--- src/rtl/store_feature_map.sv ---
// Streams an N x N pixel map from a valid/ready input into memory through a FIFO-buffered DMA write port.
// Optional macro STORE_RELU_EN: the stored value becomes max(pixel, 0) (signed).
module store_feature_map #(
    parameter int DATA_WIDTH = 16,
    parameter int ADDR_WIDTH = 20,
    parameter int SIZE_WIDTH = 6,
    parameter int FIFO_DEPTH = 8
) (
    input  logic                  clk,
    input  logic                  rst_n,
    input  logic                  start,
    input  logic [ADDR_WIDTH-1:0] base_addr,
    input  logic [SIZE_WIDTH-1:0] img_size,
    input  logic                  in_valid,
    input  logic [DATA_WIDTH-1:0] in_data,
    output logic                  in_ready,
    input  logic                  dma_ready,
    output logic                  dma_enable,
    output logic                  dma_rw,
    output logic [ADDR_WIDTH-1:0] dma_address,
    output logic [DATA_WIDTH-1:0] dma_data,
    output logic                  busy,
    output logic                  done
);
    localparam int PW = $clog2(FIFO_DEPTH);
    localparam int CW = PW + 1;
    localparam int TW = 2 * SIZE_WIDTH;

    typedef enum logic [1:0] {S_IDLE, S_RUN, S_DRAIN, S_DONE} state_t;

    state_t                state_q, state_d;
    logic [ADDR_WIDTH-1:0] base_q, base_d;
    logic [TW-1:0]         total_q, total_d;
    logic [TW-1:0]         acc_q, acc_d;
    logic [TW-1:0]         wr_q, wr_d;
    logic [PW-1:0]         rptr_q, rptr_d;
    logic [PW-1:0]         wptr_q, wptr_d;
    logic [CW-1:0]         cnt_q, cnt_d;
    logic [DATA_WIDTH-1:0] mem_q [FIFO_DEPTH];

    logic                  active, fifo_empty, fifo_full, push, pop;
    logic [DATA_WIDTH-1:0] wdata;

`ifdef STORE_RELU_EN
    assign wdata = in_data[DATA_WIDTH-1] ? '0 : in_data;
`else
    assign wdata = in_data;
`endif

    assign active     = (state_q == S_RUN) || (state_q == S_DRAIN);
    assign fifo_empty = (cnt_q == '0);
    // Full comes from the registered count only, so a same-cycle pop never frees a slot early.
    assign fifo_full  = (cnt_q == CW'(FIFO_DEPTH));
    assign in_ready   = (state_q == S_RUN) && !fifo_full && (acc_q < total_q);
    assign push       = in_valid && in_ready;
    assign pop        = active && !fifo_empty && dma_ready;

    assign dma_enable  = pop;
    assign dma_rw      = 1'b0;
    assign dma_address = active ? base_q + ADDR_WIDTH'(wr_q) : '0;
    assign dma_data    = active ? mem_q[rptr_q] : '0;
    assign busy        = active;
    assign done        = (state_q == S_DONE);

    always_comb begin
        state_d = state_q;
        base_d  = base_q;
        total_d = total_q;
        acc_d   = acc_q + TW'(push);
        wr_d    = wr_q + TW'(pop);
        rptr_d  = rptr_q + PW'(pop);
        wptr_d  = wptr_q + PW'(push);
        cnt_d   = cnt_q + CW'(push) - CW'(pop);
        case (state_q)
            S_IDLE: begin
                if (start) begin
                    base_d  = base_addr;
                    total_d = TW'(img_size) * TW'(img_size);
                    acc_d   = '0;
                    wr_d    = '0;
                    state_d = (img_size == '0) ? S_DONE : S_RUN;
                end
            end
            S_RUN:   if (acc_d == total_q) state_d = S_DRAIN;
            // Leave on the final pop so done lands the cycle after the last write.
            S_DRAIN: if (wr_d == total_q) state_d = S_DONE;
            S_DONE:  state_d = S_IDLE;
            default: state_d = S_IDLE;
        endcase
    end

    always_ff @(posedge clk) begin
        if (!rst_n) begin
            state_q <= S_IDLE;
            base_q  <= '0;
            total_q <= '0;
            acc_q   <= '0;
            wr_q    <= '0;
            rptr_q  <= '0;
            wptr_q  <= '0;
            cnt_q   <= '0;
        end else begin
            state_q <= state_d;
            base_q  <= base_d;
            total_q <= total_d;
            acc_q   <= acc_d;
            wr_q    <= wr_d;
            rptr_q  <= rptr_d;
            wptr_q  <= wptr_d;
            cnt_q   <= cnt_d;
        end
    end

    always_ff @(posedge clk) begin
        if (push) mem_q[wptr_q] <= wdata;
    end
endmodule
--- config.mk ---
export PLATFORM = sky130hd
export DESIGN_NAME = store_feature_map
export DESIGN_NICKNAME = d
export VERILOG_FILES = /design/src/rtl/store_feature_map.sv
export SDC_FILE = /design/constraint.sdc
export NUM_CORES = 1
export LEC_CHECK = 0
export BUFFER_PORTS_ARGS = -buffer_cell sky130_fd_sc_hd__buf_4
export CAP_MARGIN = 5
export CORE_MARGIN = 2
export CORE_UTILIZATION = 30
export CTS_CLUSTER_DIAMETER = 80
export DETAILED_ROUTE_END_ITERATION = 6
export PLACE_DENSITY = 0.46
export SYNTH_ARGS = -nofsm -noshare
export SYNTH_HDL_FRONTEND = slang
export SYNTH_SLANG_ARGS = --single-unit
--- constraint.sdc ---
create_clock -name clk -period 4.9 [get_ports clk]
set_clock_uncertainty 0.15 [all_clocks]
set_input_delay 0.98 -clock clk [delete_from_list [all_inputs] [get_ports clk]]
set_output_delay 0.98 -clock clk [all_outputs]
set_load 0.02 [all_outputs]
# [After elaboration in Yosys (flattened, before gate mapping)]
# Memories as Yosys holds them, arrays and structs flattened. A register that Yosys moved wholly into a read port is not among the register bits.
# Cells that the tools add are included.
[totals] ff_bits=68 mem_bits_rw=128 in_bits=47 output_inout_bits=41 n_memories=1
[mem_list] memory="mem_q" depth=8 word_bits=16 rd=1 rd_clocked_by_memory_dff=1 wr=1 line="39" source="logic [DATA_WIDTH-1:0] mem_q [FIFO_DEPTH];"
[classes] n_addsub=7 mul=1 n_lt_le_gt_ge=1 eq_ne=9 muxes=14 n_reduce_logical=13
[ops] op="12-bit two-way mux" count=4
[ops] op="12-bit by 1-bit adder with 12-bit output" count=2
[ops] op="12-bit == test" count=2
[ops] op="20-bit by 12-bit adder with 20-bit output" count=1
[ops] op="20-bit two-way mux" count=1
[ops] op="16-bit two-way mux" count=1
[ops] op="12-bit < comparator" count=1
[ops] op="6-bit by 6-bit multiplier with 12-bit output" count=1
[ops] op="2-bit two-way mux" count=4
[ops] op="2-bit case mux with 4 select lines" count=1
[ops] op="3-bit by 1-bit adder with 3-bit output" count=2
[ops] op="6-bit logical NOT" count=1
[ops] op="1-bit logical AND" count=5
[ops] op="4-bit by 1-bit adder with 4-bit output" count=1
[ops] op="2-bit == test, second input constant" count=2
[ops] op="4-bit == test, second input constant" count=1
[ops] op="4-bit logical NOT" count=1
[ops] op="2-bit by 1-bit inequality test with 1-bit output, second input constant" count=2
[ops] op="4-bit by 1-bit subtractor with 4-bit output" count=1
[ops] op="3-bit two-way mux" count=1
[ops] op="3-bit AND reduction" count=1
[ops] op="2-bit by 1-bit == test with 1-bit output, second input constant" count=1
[ops] op="1-bit logical NOT" count=2
[ops] op="2-bit logical NOT" count=1
[ops] op="4 further kinds" count=5

# [Longest topological paths before layout]
[logic_depth] ltp_word=9 mapped_depth=20 depth_no_buf=19

# [Least setup slack after synthesis]
# OpenSTA, ideal clock, no wires.
[synth_path] path_type="input to register" startpoint="input img_size[5]" endpoint="register total_q[11]" arrival_ns=4.115 setup_slack_ns=0.518 path_stages=14 cell_sequence="nand2_1 -> fa_1 -> fa_1 -> fa_1 -> inv_1 -> ha_1 -> a21o_1 -> a21oi_1 -> o21bai_1 -> a21oi_1 -> o21bai_1 -> a21oi_1 -> xor2_1 -> a22o_1"
[synth_between] elab_chain_len=1
[synth_rtl] element="start, declared" line="13" source="input logic [SIZE_WIDTH-1:0] img_size,"
[synth_rtl] element="6-bit by 6-bit multiplier with 12-bit output" line="78" source="total_d = TW'(img_size) * TW'(img_size);"
[synth_rtl] element="end signal, assigned" line="105" source="total_q <= total_d;"
[synth_rtl] element="end, declared" line="33" source="logic [TW-1:0] total_q, total_d;"
# No other way between the ends.
# A chain may end at the register's enable or synchronous reset.

# [Final worst setup path]
[layout_path] startpoint="register wr_q[2]" endpoint="output dma_address[12]"
[layout_between] elab_chain_len=2
[layout_rtl] element="start, declared" line="35" source="logic [TW-1:0] wr_q, wr_d;"
[layout_rtl] element="start signal, assigned" line="107" source="wr_q <= wr_d;"
[layout_rtl] element="20-bit by 12-bit adder with 20-bit output" line="60" source="assign dma_address = active ? base_q + ADDR_WIDTH'(wr_q) : '0;"
[layout_rtl] element="20-bit two-way mux" line="60"
[layout_rtl] element="end, declared" line="20" source="output logic [ADDR_WIDTH-1:0] dma_address,"
# No other way between the ends.

==> out/results.ini <==
[outcome]
outcome=finished, final reports clean

[layout]
multi_input_area_um2=4148
fin_util=0.3620
fill_cells=3078
area_growth_syn_to_layout_pct=19.19
drive_gt1_frac=0.2117
stdcell_count=1271
seq_area_um2=5186
nNetsFinal=967
final_cell_area_um2=11390
antenna_cells=0

[timing]
drv_slew=0
max_slew_margin=0.2688
rsz0062_at_grt=false
finalSetupViolCount=0
finalCriticalPeriod_ps=4510
hold_viol=0
whs_ps=319.1
worstMarginPinSlew_ps=1094
tns_ps=0
timing.final.crit_share=0.9204
setup_ws_ps=390.2
max_freq_mhz=221.7

[synthesis]
postSynthCellCount=757
yosys_warnings=0
syn-num-nets=868
muxShareOfSynthArea=0.09543
synth-seq-cells=195
synth_cell_types=55
synthSimpleGateAreaFrac=0.1151
avgSynthCellArea_um2=12.63
synthArstFlopShare=0
synth_edf_count=128
synth_flop_cell=edfxtp_1
synth_top_family_by_area=simple AND/OR/NAND/NOR gates
netlist_area_um2=9558
ys_seq_area_frac=0.5425
synth-compound-area-share=0.07239
synthAdderAreaFrac=0.09164
synth_xor_area_frac=0.05393

[floorplanning]
die_y_um=182.5
die_area_um2=33300
initial_core_util=0.3037
coreArea_um2=31470
row_count=65
io_pins=88
die_x_um=182.5

[grt]
grt_pass1_vias=6166
antenna_found_initial=0
grt_pass1_wl_um=34740
grt.overflow.total=0
grtUsageTotal=0.1373
grt_max_degree=39

[power]
p_seq_frac=0.414
power_mw=4.683
switching_share=0.3249
power_density_nw_per_um2=411.1
clkPwrFrac=0.298
ir_worst_vdd_mv=0.2782
power.internal_mw=3.161
pwr-share-comb=0.288
p_sw_mw=1.522
leakagePower_nw=4.229

[worst_setup_path]
crit_start=wr_q[2]$_SDFF_PN0_
cp_num_buf_inv=1
crit_family=compound AO/OA/AOI/OAI gates
crit_arrival_ps=3380
worstSetupPathType=reg -> out
startpoint_type=register
path_max_fanout=6
worst_setup_path_end_kind=primary output
cp.required_ps=3770
slowest_stage=o31ai_1
timing.rr.start=total_q[2]$_SDFFE_PN0P_
crit_chain=ha_1 > nor2b_1 > o21a_1 > o21ai_1 > a211oi_1 > o31ai_1 > a21boi_1 > or3_1 > and3_1 > buf_4
slowest_delay_ps=570

[run]
drv_cap=0

[placement]
io_buffers=86
place_ws_ps=199.4
place_area_um2=10800
place_congestion=0.7890
hpwlAfterDp_um=15210
numPlacedInstances=1239

[worst_hold_path]
hp-start=total_q[6]$_SDFFE_PN0P_
min_path_type=reg -> reg

[drt]
vias_per_cell=4.699
vias=5973
wl_per_cell_um=17.38
first_iter_violations=301
drc=0
drtPass1Iterations=4
wl_um=22100
drtAntennaViolNets=0

[cts]
clock-sinks=195
cts_resized=0
cts_root_buf=clkbuf_16
postCtsSetupBuffers=0
holdBufCountCts=0
cts_buffers=17
cts_tree=yes
clock_path_buffers=2
path_clk_slew_ps=70
htreeDepth=4
clk_latency_ps=440

path summary, 6_finish.rpt:
kind,end,slack [ps],cells past startpoint
worst max-delay path,dma_address[12],390,10
worst min register to register,total_q[6]$_SDFFE_PN0P_,320,2
worst max register to register,state_q[1]$_SDFFE_PN0P_,760,17
worst min-delay path,total_q[6]$_SDFFE_PN0P_,320,2
power groups by stage:
stage	clock, mW	sequential (mW)	combinational [mW]
after CTS	1.45	1.94	1.39
after global routing	1.51	1.95	1.51
after global placement	0	1.98	1.39
after floorplan	0	1.94	0.930
final	1.39	1.94	1.35
after detailed placement	0	1.98	1.38
sequential cells by signal, summed over array words and instances (netlist names):
signal   cells
acc_q       12
wptr_q       3
total_q     11
mem_q      128
wr_q        12
state_q      2
base_q      20
rptr_q       3
cnt_q        4
layout by cell type (no fill, tap or decap), types with 9 or more instances in the layout:
cell,n
edfxtp_1,128
buf_4,104
dfxtp_1,66
ha_1,54
inv_1,45
nor2_1,45
nand2_1,44
xnor2_1,43
mux4_2,32
nor2b_1,22
and2_1,21
a22o_1,21
mux2i_1,18
a21oi_1,17
clkbuf_16,17
nand3_1,15
o21ai_1,14
xor2_1,14
nor3_1,12
o21ai_0,10
fa_1,10
and3_1,9
layout make-up:
| type | instances | share of cell area |
|---|---|---|
| tap | 402 | 0.04415 |
| multi-input combinational | 490 | 0.3641 |
| inverter | 48 | 0.01582 |
| clock buffer | 17 | 0.03734 |
| clock inverter | 15 | 0.01483 |
| sequential | 195 | 0.4552 |
| timing repair buffer | 104 | 0.06853 |
layer usage:
layer	vias to the layer above	wire length, µm	track usage
met3	13	544	0.02235
li1	2965	-	-
met4	0	201	0.03774
met1	2912	10800	0.1871
met5	-	0	0
met2	83	10550	0.2266
Yosys cell counts (all sizes together) (2+ instances only):
master,n,area (µm²)
nand2,44,165.2
nand4,4,25.02
nand4b,3,26.28
nand2b,8,50.05
buf,8,33.79
o21ai,24,120.1
o21bai,2,15.01
a2111oi,2,23.77
a21oi,18,90.09
a21o,5,37.54
nor4,7,43.79
o21a,5,37.54
nor2b,22,137.6
a22o,21,183.9
nor2,46,172.7
and3b,2,17.52
and2,21,131.4
mux4,32,720.7
or3,7,43.79
nand3,15,75.07
fa,10,200.2
dfxtp,67,1341
nor3,18,90.09
ha,54,675.7
and3,9,56.30
or2,2,12.51
inv,48,180.2
or4,3,22.52
a21boi,7,52.55
xnor2,44,392.9
mux2i,18,180.2
nor3b,3,22.52
a31oi,6,37.54
xor2,14,122.6
edfxtp,128,3844
clkbuf,16,60.06
worst reg2reg max path: stages (launching register included):
cell and delay, ps:
dfxtp_1 370, inv_1 80, ha_1 280, a21boi_1 120, o21a_1 170, o21a_1 170, o21ai_1 130, a21o_1 130
a21oi_1 90, nor2_1 170, ha_1 210, ha_1 240, or4_1 520, a2111oi_0 340, nand4b_1 190, o31a_1 340
o21a_1 170, a311oi_1 220
logic make-up (layout without fill, tap and decap cells):
logic type,Yosys count,after routing
compound gates,101,101
xor+xnor,58,58
fa+ha+maj,64,64
buf+inv,72,184
flops,195,195
mux,51,51
other cells,1,1
simple gates,215,215
Power figures use the tool's default switching activity.
